==> src/rtl/cpu_ctrl_pkg.sv <==
// Shared constants for the hardwired control sequencer: bus selects, ALU ops,
// opcodes, strobe bit positions and sequence-count names.
package cpu_ctrl_pkg;

  localparam logic [2:0] BUS_NONE = 3'd0;
  localparam logic [2:0] BUS_AR   = 3'd1;
  localparam logic [2:0] BUS_PC   = 3'd2;
  localparam logic [2:0] BUS_DR   = 3'd3;
  localparam logic [2:0] BUS_AC   = 3'd4;
  localparam logic [2:0] BUS_IR   = 3'd5;
  localparam logic [2:0] BUS_TR   = 3'd6;
  localparam logic [2:0] BUS_MEM  = 3'd7;

  localparam logic [3:0] ALU_AND     = 4'd0;
  localparam logic [3:0] ALU_ADD     = 4'd1;
  localparam logic [3:0] ALU_PASS_DR = 4'd2;
  localparam logic [3:0] ALU_CMA     = 4'd3;

  localparam logic [2:0] OP_AND = 3'd0;
  localparam logic [2:0] OP_ADD = 3'd1;
  localparam logic [2:0] OP_LDA = 3'd2;
  localparam logic [2:0] OP_STA = 3'd3;
  localparam logic [2:0] OP_BUN = 3'd4;
  localparam logic [2:0] OP_BSA = 3'd5;
  localparam logic [2:0] OP_ISZ = 3'd6;
  localparam logic [2:0] OP_REG = 3'd7;

  // ld vector positions {TR,IR,AC,DR,PC,AR}
  localparam int unsigned LD_AR = 0;
  localparam int unsigned LD_PC = 1;
  localparam int unsigned LD_DR = 2;
  localparam int unsigned LD_AC = 3;
  localparam int unsigned LD_IR = 4;
  localparam int unsigned LD_TR = 5;

  // clr/inr vector positions {TR,AC,DR,PC,AR}
  localparam int unsigned REG_AR = 0;
  localparam int unsigned REG_PC = 1;
  localparam int unsigned REG_DR = 2;
  localparam int unsigned REG_AC = 3;
  localparam int unsigned REG_TR = 4;

  localparam logic [2:0] T0 = 3'd0;
  localparam logic [2:0] T1 = 3'd1;
  localparam logic [2:0] T2 = 3'd2;
  localparam logic [2:0] T3 = 3'd3;
  localparam logic [2:0] T4 = 3'd4;
  localparam logic [2:0] T5 = 3'd5;
  localparam logic [2:0] T6 = 3'd6;

endpackage

==> src/rtl/seq_counter.sv <==
// Sequence counter: synchronous clear beats hold, hold beats increment.
module seq_counter #(
  parameter int unsigned Width = 3
) (
  input  logic             clk_i,
  input  logic             clr_i,
  input  logic             inc_i,
  input  logic             hold_i,
  output logic [Width-1:0] count_o
);

  logic [Width-1:0] count_d, count_q;

  always_comb begin
    count_d = count_q;
    if (clr_i) begin
      count_d = '0;
    end else if (!hold_i && inc_i) begin
      count_d = count_q + Width'(1);
    end
  end

  always_ff @(posedge clk_i) begin
    count_q <= count_d;
  end

  assign count_o = count_q;

endmodule

==> src/rtl/control_sequencer.sv <==
// Hardwired control unit: sequence count plus instruction decode produce the
// per-cycle bus select, register and memory strobes for the datapath.
module control_sequencer
  import cpu_ctrl_pkg::*;
#(
  parameter int unsigned wsize = 16,
  parameter int unsigned addr  = 12
) (
  input  logic             CLK,
  input  logic             RST,
  input  logic [wsize-1:0] ir,
  input  logic             dr_zero,
  input  logic             ac_zero,
  input  logic             ac_msb,
  output logic [2:0]       s,
  output logic [5:0]       ld,
  output logic [4:0]       clr,
  output logic [4:0]       inr,
  output logic             memread,
  output logic             memwrite,
  output logic [3:0]       aluop,
  output logic             I,
  output logic [2:0]       sc,
  output logic             halted
);

  logic [2:0]      sc_q;
  logic            sc_clr, sc_inc, sc_hold;
  logic            i_d, i_q;
  logic            halted_d, halted_q;
  logic [2:0]      opcode;
  logic            is_reg;
  logic [addr-1:0] rr;
  logic            unused_rr;

  assign opcode    = ir[wsize-2 -: 3];
  assign is_reg    = (opcode == OP_REG);
  assign rr        = ir[addr-1:0];
  assign unused_rr = ^{rr[10], rr[8:6], rr[1]};

  seq_counter #(
    .Width (3)
  ) u_seq_counter (
    .clk_i   (CLK),
    .clr_i   (sc_clr),
    .inc_i   (sc_inc),
    .hold_i  (sc_hold),
    .count_o (sc_q)
  );

  always_ff @(posedge CLK) begin
    if (RST) begin
      i_q      <= 1'b0;
      halted_q <= 1'b0;
    end else begin
      i_q      <= i_d;
      halted_q <= halted_d;
    end
  end

  // Next-state: where the count goes and when I / halted change.
  always_comb begin
    sc_clr   = 1'b0;
    sc_inc   = 1'b0;
    sc_hold  = 1'b0;
    i_d      = i_q;
    halted_d = halted_q;
    if (RST) begin
      sc_clr = 1'b1;
    end else if (halted_q) begin
      sc_hold = 1'b1;
    end else begin
      unique case (sc_q)
        T0, T1: sc_inc = 1'b1;
        T2: begin
          sc_inc = 1'b1;
          i_d    = ir[wsize-1];
        end
        T3: begin
          if (is_reg) begin
            sc_clr = 1'b1;
            if (!i_q && rr[0]) halted_d = 1'b1;
          end else begin
            sc_inc = 1'b1;
          end
        end
        T4: begin
          if (opcode inside {OP_AND, OP_ADD, OP_LDA, OP_BSA, OP_ISZ}) sc_inc = 1'b1;
          else sc_clr = 1'b1;
        end
        T5: begin
          if (opcode == OP_ISZ) sc_inc = 1'b1;
          else sc_clr = 1'b1;
        end
        default: sc_clr = 1'b1;
      endcase
    end
  end

  always_comb begin
    s        = BUS_NONE;
    ld       = '0;
    clr      = '0;
    inr      = '0;
    memread  = 1'b0;
    memwrite = 1'b0;
    aluop    = ALU_PASS_DR;
    if (!RST && !halted_q) begin
      unique case (sc_q)
        T0: begin
          s         = BUS_PC;
          ld[LD_AR] = 1'b1;
        end
        T1: begin
          s           = BUS_MEM;
          memread     = 1'b1;
          ld[LD_IR]   = 1'b1;
          inr[REG_PC] = 1'b1;
        end
        T2: begin
          s         = BUS_IR;
          ld[LD_AR] = 1'b1;
        end
        T3: begin
          if (!is_reg) begin
            if (i_q) begin
              s         = BUS_MEM;
              memread   = 1'b1;
              ld[LD_AR] = 1'b1;
            end
          end else if (!i_q) begin
            // CLA wins over CMA; skips collapse onto a single PC increment.
            if (rr[11]) begin
              clr[REG_AC] = 1'b1;
            end else if (rr[9]) begin
              ld[LD_AC] = 1'b1;
              aluop     = ALU_CMA;
            end
            if (rr[5]) inr[REG_AC] = 1'b1;
            if ((rr[4] && !ac_msb) || (rr[3] && ac_msb) || (rr[2] && ac_zero)) begin
              inr[REG_PC] = 1'b1;
            end
          end
        end
        T4: begin
          case (opcode)
            OP_AND, OP_ADD, OP_LDA, OP_ISZ: begin
              s         = BUS_MEM;
              memread   = 1'b1;
              ld[LD_DR] = 1'b1;
            end
            OP_STA: begin
              s        = BUS_AC;
              memwrite = 1'b1;
            end
            OP_BUN: begin
              s         = BUS_AR;
              ld[LD_PC] = 1'b1;
            end
            OP_BSA: begin
              s           = BUS_PC;
              memwrite    = 1'b1;
              inr[REG_AR] = 1'b1;
            end
            default: ;
          endcase
        end
        T5: begin
          case (opcode)
            OP_AND: begin
              ld[LD_AC] = 1'b1;
              aluop     = ALU_AND;
            end
            OP_ADD: begin
              ld[LD_AC] = 1'b1;
              aluop     = ALU_ADD;
            end
            OP_LDA: ld[LD_AC] = 1'b1;
            OP_BSA: begin
              s         = BUS_AR;
              ld[LD_PC] = 1'b1;
            end
            OP_ISZ: inr[REG_DR] = 1'b1;
            default: ;
          endcase
        end
        T6: begin
          if (opcode == OP_ISZ) begin
            s           = BUS_DR;
            memwrite    = 1'b1;
            inr[REG_PC] = dr_zero;
          end
        end
        default: ;
      endcase
    end
  end

  assign I      = i_q;
  assign sc     = sc_q;
  assign halted = halted_q;

endmodule

==> config.mk <==
export PLATFORM = sky130hd
export DESIGN_NAME = control_sequencer
export DESIGN_NICKNAME = d
export VERILOG_FILES = /design/src/rtl/cpu_ctrl_pkg.sv /design/src/rtl/seq_counter.sv /design/src/rtl/control_sequencer.sv
export SDC_FILE = /design/constraint.sdc
export NUM_CORES = 1
export LEC_CHECK = 0
export CAP_MARGIN = 25
export CORE_ASPECT_RATIO = 1.2
export CORE_UTILIZATION = 34
export DETAILED_ROUTE_END_ITERATION = 10
export PLACE_DENSITY = 0.77
export REMOVE_ABC_BUFFERS = 1
export SETUP_SLACK_MARGIN = 0.02
export SYNTH_ARGS = -nofsm -noshare
export SYNTH_HDL_FRONTEND = slang
export SYNTH_SLANG_ARGS = --single-unit
==> constraint.sdc <==
create_clock -name CLK -period 1.87 [get_ports CLK]
set_clock_uncertainty 0.1 [all_clocks]
set_input_delay 0.374 -clock CLK [delete_from_list [all_inputs] [get_ports CLK]]
set_output_delay 0.374 -clock CLK [all_outputs]
set_load 0.02 [all_outputs]
# --- Word level (Yosys, flattened, before mapping) ---
# Index checks and enable logic that the tools add are counted.
classes:
  muxes: 70
  n_reduce_logical: 22
  n_addsub: 1
  eq_ne: 13
  bitwise_logic: 1
ops:
  columns: ["cell", "count"]
  rows:
  - ["$mux W1", 51]
  - ["$eq A3 B3 Y1 const B", 7]
  - ["$pmux W3 S7", 1]
  - ["$eq A3 B2 Y1 const B", 4]
  - ["$pmux W3 S4", 1]
  - ["$mux W3", 3]
  - ["$pmux W1 S2", 4]
  - ["$pmux W1 S4", 2]
  - ["$pmux W2 S2", 2]
  - ["$eq A3 B1 Y1 const B", 2]
  - ["$logic_and A1 B1 Y1", 6]
  - ["$logic_not A3 Y1", 2]
  - ["$pmux W1 S3", 2]
  - ["$reduce_or A3 Y1", 2]
  - ["$logic_not A1 Y1", 5]
  - ["$mux W5", 1]
  - ["$reduce_bool A5 Y1", 1]
  - ["$mux W2", 2]
  - ["$mux W4", 1]
  - ["$reduce_or A2 Y1", 2]
  - ["$reduce_or A4 Y1", 1]
  - ["$add A3 B1 Y3 const B", 1]
  - ["$logic_or A1 B1 Y1", 2]
  - ["$reduce_and A2 Y1", 1]
  - ["$not A1 Y1", 1]
totals:
  ff_bits: 5
  out_inout_bits: 30

# --- Logic depth before layout (Yosys ltp) ---
# Gate-level depths: netlist (run 1).
logic_depth:
  depth_word: 9
  depth_mapped: 8

# --- Cells and area by module ---
# Synthesis (run 1) repeated with hierarchy kept, for this count alone.
unflattened:
  hier_cells: 119
  hier_area_um2: 858.3
modules_own_cells:
  columns: ["mod", "cells_per_inst", "n_inst", "area_each_um2", "seq_area_each_um2"]
  rows:
  - ["control_sequencer", 107, 1, 725.7, 40.0]
  - ["seq_counter", 12, 1, 132.6, 60.1]

# --- Worst setup path before layout (run 1) ---
# No wires, ideal clock.
synth_path:
  kind: "reg-to-output"
  start: "reg u_seq_counter.count_q[1] (netlist: u_seq_counter.count_o[1])"
  end: "out inr[1]"
  path_stages_with_launch: 8
  t_arrival_ps: 1833
  required_time_ps: 1396
  setup_slack_ps: -437
  cell_sequence: "dfxtp_1 -> ha_1 -> ha_1 -> nand2_1 -> nor3_1 -> a22oi_2 -> o21ai_1 -> o311a_1"
synth_via:
  elab_chain_cells: 3
  word_cells_on_any_way: 5
  classes_between: "eq/ne (3); mux (2)"
synth_rtl:
  columns: ["element", "line", "text"]
  rows:
  - ["start: declaration", "seq_counter.sv:12", "logic [Width-1:0] count_d, count_q;"]
  - ["start signal: assignment", "seq_counter.sv:24", "count_q <= count_d;"]
  - ["$eq A3 B3 Y1 (tied with other cells)", "control_sequencer.sv:109", "unique case (sc_q)"]
  - ["$pmux W1 S3 (*)", "control_sequencer.sv:109", null]
  - ["$mux W4 (*)", "control_sequencer.sv:108", "if (!RST && !halted_q) begin"]
  - ["end: declaration", "control_sequencer.sv:18", "output logic [4:0] inr,"]
# Mark *: on every way between the ends. The rest lies on a longest branch, timed or not.

# --- Final worst setup path (run 1) ---
layout_path:
  start: "reg u_seq_counter.count_q[0] (netlist: u_seq_counter.count_o[0])"
  end: "out s[1]"
layout_via:
  elab_chain_cells: 3
  word_cells_on_any_way: 9
  classes_between: "eq/ne (6); mux (2); reduce/logical (1)"
layout_rtl:
  columns: ["element", "line", "text"]
  rows:
  - ["$eq A3 B3 Y1 (tied with other cells)", "control_sequencer.sv:109", null]
  - ["$pmux W3 S7 (*)", "control_sequencer.sv:109", null]
  - ["$mux W3 (*)", "control_sequencer.sv:108", null]
  - ["end: declaration", "control_sequencer.sv:15", "output logic [2:0] s,"]
# Marked as above.

==> results of run 1 <==
[cells in the final DEF, fill, tap and decap left out, types with 2 or more instances in the layout]
master           Yosys  routed
buf_4                9      52
buf_6                0      23
dlygate4sd2_1        0       9
nand2_1             15       8
conb_1               1       8
clkdlybuf4s50_1      0       8
nor2_1              10       7
a21oi_2              1       5
o21ai_1              3       5
ha_4                 0       5
nand2_4              0       4
inv_1                6       4
a21oi_1              9       4
dfxtp_1              5       3
nor3_4               0       3
nand2_2              0       3
o21a_1               3       3
nand4_1              3       3
nand3_1              3       3
clkbuf_4             0       3
o211ai_1             2       2
o31a_1               2       2
nor2_4               0       2
nor3_2               0       2
nor2b_1              2       2
mux2i_1              2       2
nand2b_1             3       2
a311o_1              2       2
dfxtp_4              0       2
[area by class of cell]
class / count / share of cell area, %
flip-flops and latches: 5 / 5.50
clock buffers: 4 / 1.34
well taps: 31 / 1.98
inverters: 6 / 1.53
multi-input cells: 103 / 46.1
repair buffers: 95 / 43.5
[registers in the layout, summed over array words and instances, names as in the netlist]
name                   count
halted                     1
I                          1
u_seq_counter.count_o      3
[power groups by stage]
stage               Sequential, mW  Combinational, mW  Clock [mW]
detailed placement           0.151               1.12           0
CTS                          0.163               1.47       0.125
global route                 0.174               1.86       0.133
floorplan                    0.220              0.508           0
global placement             0.148               1.10           0
finish                       0.171               1.77       0.119
[final timing paths]
check / startpoint / endpoint / slack [ps] / cells after the start
min: halted / halted / 510 / 3
max reg2reg: u_seq_counter.count_o[1] / u_seq_counter.count_o[0] / -180 / 10
min reg2reg: halted / halted / 510 / 3
max: u_seq_counter.count_o[0] / s[1] / -460 / 8
[per-layer routing]
layer / global-route usage, % / vias to the layer above / part of all wire [%]
li1: - / 615 / -
met1: 30.6 / 640 / 39
met2: 48.8 / 82 / 48
met5: 0 / - / 0
met3: 2.57 / 30 / 6.8
met4: 8.73 / 0 / 6.2
[cell families (layout without fill, tap and decap cells)]
| group | after synthesis | count (layout) | synth area share [%] |
|---|---|---|---|
| simple gates | 51 | 51 | 30.4 |
| compound gates | 37 | 37 | 33.8 |
| buf+inv | 21 | 105 | 13.9 |
| fa+ha+maj | 5 | 5 | 7.34 |
| flops | 5 | 5 | 11.7 |
| mux | 2 | 2 | 2.35 |
| other cells | 1 | 8 | 0.440 |
[tightest hold or removal path, delay by kind of cell, from the launching register on]
family          cells  cell delay [ps]
flops               1              320
simple gates        1               70
compound gates      1               40
buf+inv             1              130
[what timing repair did]
action,in CTS,in global routing
pin swaps,22,18
gates resized for setup,152,36
hold endpoints to repair,0,0
setup buffers,13,6
endpoints found under the setup margin,22,21
==> impl_metrics.json, run 1 <==
{
  "cp_num_buf_inv": 4,
  "clockBufferDepth": 2,
  "antenna_found_initial": 0,
  "fmax_mhz": 429,
  "period_needed_ps": 2330,
  "clock_latency_ps": 230,
  "path_common_cell": "buf_6",
  "path_clk_slew_ps": 40,
  "synth_edf_count": 0,
  "power_frac_comb_pct": 85.9,
  "drtIter0Drc": 54,
  "gp_routability_congestion": 0.884,
  "start_kind": "register",
  "rows": 19,
  "yosys.area.top_type": "dfxtp_1",
  "syn_area_um2": 852,
  "cts_buffers": 3,
  "die-area_um2": 2710,
  "critPathTopFamily": "buffers and inverters",
  "synth_common_cells": "nand2_1, nor2_1, a21oi_1, buf_4",
  "initial_core_util_pct": 36.6,
  "p_leak_nw": 0.877,
  "status": "finished, violations left",
  "crit_slowest_cell": "dfxtp_4",
  "synthFlopType": "dfxtp_1",
  "layout_setup_ws_ps": -460,
  "antenna_cells": 0,
  "seqCellArea_um2": 108,
  "ir_worst_vdd_mv": 1.16,
  "critPathArrivalTime_ps": 1860,
  "power_frac_clock_pct": 5.8,
  "violations": "negative setup slack",
  "tritoncts": "done",
  "port_buffers": 37,
  "drc": 0,
  "die_width_um": 47.7,
  "required_ps": 1400,
  "h-tree-depth": 1,
  "grt_pass1_wl_mm": 5.42,
  "ctsHoldBuffers": 0,
  "coreArea_um2": 2330,
  "synth_area_leaders": "dfxtp_1, buf_4, ha_1",
  "finalHoldViolCount": 0,
  "cap_violations": 0,
  "avgSynthCellArea_um2": 6.98,
  "nets": 240,
  "rsz0062_at_grt": "true",
  "multiInputGateArea_um2": 902,
  "intPower_mw": 1.11,
  "dr.pass1.iters": 4,
  "setup_viol": 20,
  "whs_ps": 507,
  "cpPeakStageDelay_ps": 360,
  "wl_per_cell_um": 18.4,
  "dp_cells": 224,
  "antenna_left": 0,
  "synth.distinct_cells": 41,
  "area_growth_pct": 130,
  "path_class": "register to output port",
  "via_per_inst": 5.60,
  "dieHeight_um": 56.8,
  "pre_cts_ws_ps": -1000,
  "powerDensity_nw_per_um2": 1050,
  "async_flop_share_pct": 0,
  "maxSlewViolCount": 0,
  "hold_class": "register to register",
  "ios": 51,
  "synth_cells": 122,
  "ys_seq_area_share_pct": 11.7,
  "fin_tns_setup_ps": -5460,
  "grt_max_degree": 18,
  "track_usage_pct": 26.9,
  "routed_wl_mm": 4.48,
  "final_util_pct": 84.0,
  "fin_crit_sh_pct": 125,
  "synth.most_common_cell": "nand2_1",
  "drive_above_1_share_pct": 57.7,
  "clock-sinks": 5,
  "fill_cells": 104,
  "end_kind": "output port",
  "dpl_cell_area_um2": 1510,
  "total_power_mw": 2.06,
  "hpwl_mm": 2.49,
  "overflow": 0,
  "yosys_register_bits": 5,
  "synth.yosys.warnings": 0,
  "num_vias": 1367,
  "grt_pass1_vias": 1258,
  "crit_fanout": 5,
  "finalNonFillerCells": 244,
  "cts-root-buf": "clkbuf_4",
  "postLayoutCellArea_um2": 1960,
  "switching_share_pct": 46.0,
  "path_cells": "buf_6, inv_6, buf_4, ha_4, nand4_1, nand2_2, o31a_1, buf_6",
  "synth_top_area_share_pct": 11.7,
  "pwr-share-seq_pct": 8.3,
  "power_switching_mw": 0.949
}
No activity file was read; power rests on OpenSTA's default activity.
==> run 2, diff against run 1 <==
--- a/config.mk
+++ b/config.mk
@@ -7,11 +7,13 @@
 export LEC_CHECK = 0
 export CAP_MARGIN = 25
 export CORE_ASPECT_RATIO = 1.2
-export CORE_UTILIZATION = 34
+export CORE_UTILIZATION = 40
 export DETAILED_ROUTE_END_ITERATION = 10
-export PLACE_DENSITY = 0.77
+export PLACE_DENSITY = 0.85
 export REMOVE_ABC_BUFFERS = 1
 export SETUP_SLACK_MARGIN = 0.02
+export SLEW_MARGIN = 0
 export SYNTH_ARGS = -nofsm -noshare
 export SYNTH_HDL_FRONTEND = slang
+export SYNTH_HIERARCHICAL = 1
 export SYNTH_SLANG_ARGS = --single-unit
==> constraint.sdc (replaced) <==
create_clock -name CLK -period 2.7 [get_ports CLK]
set_clock_uncertainty 0.1 [all_clocks]
set_input_delay 0.54 -clock CLK [delete_from_list [all_inputs] [get_ports CLK]]
set_output_delay 0.54 -clock CLK [all_outputs]
set_load 0.02 [all_outputs]
==> impl_metrics.json, run 2 <==
{
  "status": "complete, no violations",
  "antenna_left": 0,
  "antenna_cells": 0,
  "dieHeight_um": 52.7,
  "layout_common_cells": "buf_4, clkdlybuf4s50_1, nor2_1",
  "required_ps": 2060,
  "async_flop_share_pct": 0,
  "cap_violations": 0,
  "crit_fanout": 10,
  "synth_top_area_share_pct": 11.7,
  "switching_share_pct": 37.8,
  "h-tree-depth": 1,
  "synth_common_cells": "nor2_1, buf_4, clkbuf_1, inv_1",
  "dp_cells": 200,
  "finalNonFillerCells": 204,
  "period_needed_ps": 2560,
  "ys_seq_area_share_pct": 11.7,
  "antenna_found_initial": 0,
  "synth_cells": 119,
  "end_kind": "output port",
  "drive_above_1_share_pct": 27.6,
  "yosys.area.top_type": "dfxtp_1",
  "port_buffers": 37,
  "worst_r2r_endpoint": "u_seq_counter/count_o[1]",
  "drc": 0,
  "synth.most_common_cell": "nor2_1",
  "hpwl_mm": 2.22,
  "synth.yosys.warnings": 6,
  "coreArea_um2": 2050,
  "syn_area_um2": 858,
  "hold_path_depth": 2,
  "grt_pass1_vias": 1090,
  "path_class": "input port to output port",
  "via_per_inst": 5.41,
  "power_frac_comb_pct": 54.3,
  "nets": 197,
  "powerDensity_nw_per_um2": 272,
  "power_switching_mw": 0.143,
  "tritoncts": "done",
  "synth_area_leaders": "dfxtp_1, buf_4, nor2_1",
  "area_growth_pct": 62.1,
  "cts_setup_buffers": 0,
  "rows": 18,
  "finalHoldViolCount": 0,
  "total_power_mw": 0.379,
  "synth.distinct_cells": 52,
  "r2r_setup_slack_ps": 680,
  "yosys_register_bits": 5,
  "initial_core_util_pct": 41.9,
  "dr.pass1.iters": 4,
  "tightest_slew_ps": 495,
  "cts-root-buf": "clkbuf_4",
  "overflow": 0,
  "path_clk_slew_ps": 40,
  "reg2reg_depth": 8,
  "fmax_mhz": 391,
  "critPathArrivalTime_ps": 1920,
  "avgSynthCellArea_um2": 7.21,
  "grt_max_degree": 19,
  "hold_path_end": "I",
  "setup_viol": 0,
  "grt_pass1_wl_mm": 4.82,
  "pwr-share-seq_pct": 23.5,
  "ir_worst_vdd_mv": 0.379,
  "clock_latency_ps": 240,
  "wl_per_cell_um": 14.0,
  "hold_class": "register to register",
  "die_width_um": 44.3,
  "num_vias": 1103,
  "track_usage_pct": 27.5,
  "maxSlewHeadroom_pct": 66.5,
  "cts_buffers": 3,
  "synthFlopType": "dfxtp_1",
  "synth_edf_count": 0,
  "rr_startpoint": "u_seq_counter/count_o[0]",
  "hp-start": "I",
  "rsz0062_at_grt": "false",
  "gp_routability_congestion": 0.917,
  "power_frac_clock_pct": 22.2,
  "p_leak_nw": 0.610,
  "start_kind": "input port",
  "maxSlewViolCount": 0,
  "fin_tns_setup_ps": 0,
  "drtIter0Drc": 28,
  "ios": 51,
  "intPower_mw": 0.236,
  "die-area_um2": 2340,
  "layout_commonest_cell": "buf_4",
  "fin_crit_sh_pct": 94.7,
  "routed_wl_mm": 2.85,
  "clockBufferDepth": 2,
  "clock-sinks": 5,
  "largest_register_ffs": 3
}
## run 2: changes by cell type in the layout (fill, tap and decap cells not counted), moves of 4 or more
cell | previous run | this run
a21oi_2 | 5 | 0
buf_2 | 0 | 5
buf_4 | 52 | 24
buf_6 | 23 | 1
clkdlybuf4s15_1 | 0 | 4
clkdlybuf4s50_1 | 8 | 16
ha_4 | 5 | 0
nand2_4 | 4 | 0
o21ai_1 | 5 | 0
## run 2: power by group through the flow
stage | clock [mW] | sequential [mW] | combinational, mW
after floorplan | 0 | 0.0997 | 0.0874
after global placement | 0 | 0.0892 | 0.204
after detailed placement | 0 | 0.0896 | 0.210
after CTS | 0.0876 | 0.0884 | 0.202
after global routing | 0.0935 | 0.0891 | 0.222
final | 0.0840 | 0.0888 | 0.206
## run 2: worst max-delay path by stage
stage / from / to / slack [ps] / cells past startpoint
after floorplan: RST / inr[0] / 330 / 3
after global placement: RST / inr[1] / -520 / 5
after detailed placement: RST / inr[1] / -550 / 5
after CTS: RST / inr[1] / -70 / 5
after global routing: ir[12] / s[2] / 20 / 7
final: ir[13] / memread / 140 / 6
## run 2: area by class of cell
class                           count  area (µm²)
Inverter                            6        22.5
Multi-Input combinational cell     97         661
Sequential cell                     5         100
Tap cell                           30        37.5
Timing Repair Buffer               62         544
Clock buffer                        4        26.3
Fill cell                         158         658
## run 2: routing by layer
layer	GRT usage, %	wire length [µm]	up-vias
li1	-	-	533
met5	0	0	-
met4	9.60	28	0
met2	50.7	1600	46
met3	3.10	121	4
met1	31.9	1100	520
## run 2: critical path, stage by stage
cell and delay, ps:
clkdlybuf4s15_1 350, buf_4 250, nand3_1 160, a21oi_1 100
a211oi_1 220, clkdlybuf4s15_2 290
## run 2: cell families (layout without fill, tap and decap cells)
family          after synthesis  in the layout  share of synthesized area [%]
flops                         5              5                           11.7
other cells                   1              8                          0.437
fa+ha+maj                     1              1                           1.46
simple gates                 52             52                           38.6
compound gates               29             29                           24.6
xor+xnor                      3              3                           3.06
mux                           4              4                           4.81
buf+inv                      24             72                           15.3
## run 2: timing repair
action,4_1_cts,5_1_grt
endpoints found under the setup margin,17,8
hold buffers,0,0
resized for setup,55,7
pin swaps,0,1
endpoints found under the hold margin,0,0
## run 2: metrics by stage
step / instance area (µm²) / hold slack (ps) / setup slack, ps / util, %
after global routing: 1390 / 598 / 24.6 / 67.9
after CTS: 1390 / 548 / -73.3 / 67.6
final: 1390 / 562 / 142 / 67.9
after global placement: 1380 / 498 / -517 / 67.5
after floorplan: 776 / 512 / 334 / -
after detailed placement: 1380 / 539 / -550 / 67.5
==> run 3, diff against run 2 <==
--- a/config.mk
+++ b/config.mk
@@ -7,9 +7,8 @@
 export LEC_CHECK = 0
 export CAP_MARGIN = 25
 export CORE_ASPECT_RATIO = 1.2
-export CORE_UTILIZATION = 40
+export CORE_UTILIZATION = 25
 export DETAILED_ROUTE_END_ITERATION = 10
-export PLACE_DENSITY = 0.85
 export REMOVE_ABC_BUFFERS = 1
 export SETUP_SLACK_MARGIN = 0.02
 export SLEW_MARGIN = 0
==> impl_metrics.json, run 3 (synthesis results as in run 2) <==
{
  "end_kind": "output port",
  "clockBufferDepth": 2,
  "dieHeight_um": 66.2,
  "rows": 22,
  "drc": 0,
  "pwr-share-seq_pct": 23.0,
  "fill_cells": 332,
  "cap_violations": 0,
  "pre_cts_ws_ps": -533,
  "nets": 202,
  "antenna_left": 0,
  "grt_max_degree": 17,
  "status": "complete, no violations",
  "powerDensity_nw_per_um2": 275,
  "tritoncts": "done",
  "via_per_inst": 5.21,
  "ir_worst_vdd_mv": 0.214,
  "track_usage_pct": 16.1,
  "port_buffers": 37,
  "hold_class": "register to register",
  "critPathArrivalTime_ps": 2010,
  "setup_viol": 0,
  "hold_path_depth": 3,
  "path_class": "input port to output port",
  "antenna_cells": 0,
  "num_vias": 1120,
  "required_ps": 2060,
  "grt_pass1_vias": 1097,
  "coreArea_um2": 3170,
  "gp_routability_congestion": 0.896,
  "maxSlewHeadroom_pct": 64.2,
  "period_needed_ps": 2650,
  "crit_fanout": 2,
  "layout_common_cells": "buf_4, clkdlybuf4s50_1, nor2_1",
  "antenna_found_initial": 0,
  "overflow": 0,
  "initial_core_util_pct": 27.1,
  "drtIter0Drc": 15,
  "power_frac_comb_pct": 54.2,
  "tightest_slew_ps": 536,
  "routed_wl_mm": 3.01,
  "grt_pass1_wl_mm": 4.75,
  "largest_register_ffs": 3,
  "cts_buffers": 3,
  "rsz0062_at_grt": "false",
  "clock_latency_ps": 250,
  "finalHoldViolCount": 0,
  "area_growth_pct": 65.9,
  "p_leak_nw": 0.624,
  "layout_setup_ws_ps": 53.1,
  "die-area_um2": 3670,
  "ios": 51,
  "ctsHoldBuffers": 0,
  "fin_crit_sh_pct": 98.0,
  "path_clk_slew_ps": 40,
  "maxSlewViolCount": 0,
  "path_cells": "clkdlybuf4s50_1, or3b_4, or4_4, o211ai_2, buf_6",
  "layout_commonest_cell": "buf_4",
  "cts-root-buf": "clkbuf_4",
  "start_kind": "input port",
  "clock-sinks": 5,
  "crit_slowest_cell": "clkdlybuf4s50_1",
  "dr.pass1.iters": 4,
  "power_switching_mw": 0.153,
  "drive_above_1_share_pct": 38.5,
  "fmax_mhz": 378,
  "hpwl_mm": 2.17,
  "reg2reg_depth": 7,
  "power_frac_clock_pct": 22.8,
  "cpPeakStageDelay_ps": 430,
  "wl_per_cell_um": 14.0,
  "die_width_um": 55.5,
  "switching_share_pct": 39.0,
  "intPower_mw": 0.239,
  "h-tree-depth": 1,
  "total_power_mw": 0.391
}
-- run 3: critical path: cells and delay by family --
family,cells,cell delay (ps)
simple gates,2,800
buf+inv,2,570
compound gates,1,90
-- run 3: layout make-up --
type                            instances  area [µm²]  share of cell area [%]
Clock buffer                            4        26.3                    1.85
Inverter                                6        22.5                    1.58
Multi-Input combinational cell         97         701                    49.2
Sequential cell                         5         100                    7.03
Tap cell                               36        45.0                    3.16
Timing Repair Buffer                   67         529                    37.2
-- run 3: path summary, 6_finish.rpt --
check	from	to	slack (ps)
setup / recovery	RST	inr[1]	50
hold / removal	halted	halted	530
setup reg to reg	u_seq_counter/count_o[0]	u_seq_counter/count_o[1]	680
hold reg to reg	halted	halted	530
-- run 3: power by group through the flow --
stage          Clock [mW]  Combinational (mW)  Sequential [mW]
5_1_grt            0.0966               0.228           0.0911
4_1_cts            0.0934               0.202           0.0888
3_5_place_dp            0               0.209           0.0902
3_3_place_gp            0               0.205           0.0896
2_1_floorplan           0              0.0874           0.0997
6_report           0.0892               0.212           0.0900
-- run 3: per-stage QoR --
step                      utilization, %  std cells  area [µm²]  hold slack, ps  TNS, ps
after floorplan                        -        108         776             512        0
after global placement              44.3        209        1400             503    -6300
after detailed placement            44.3        209        1400             510    -6530
after CTS                           44.6        213        1410             524        0
after global routing                45.0        215        1420             594        0
final                               45.0        215        1420             535        0
-- run 3: repair_timing --
item                                   4_1_cts  5_1_grt
setup endpoints to repair                   17       17
gates resized for setup                     60       29
setup buffers                                0        1
endpoints found under the hold margin        0        0
cloned                                       0        1
pin swaps                                    4        3
-- run 3: metal layers --
metal  part of all wire [%]  GRT usage, %  vias up
met2                     50          28.6       33
met1                     45          19.3      536
met4                    1.5          8.13        0
met3                    3.8          1.37        5
met5                      0             0        -
li1                       -             -      546
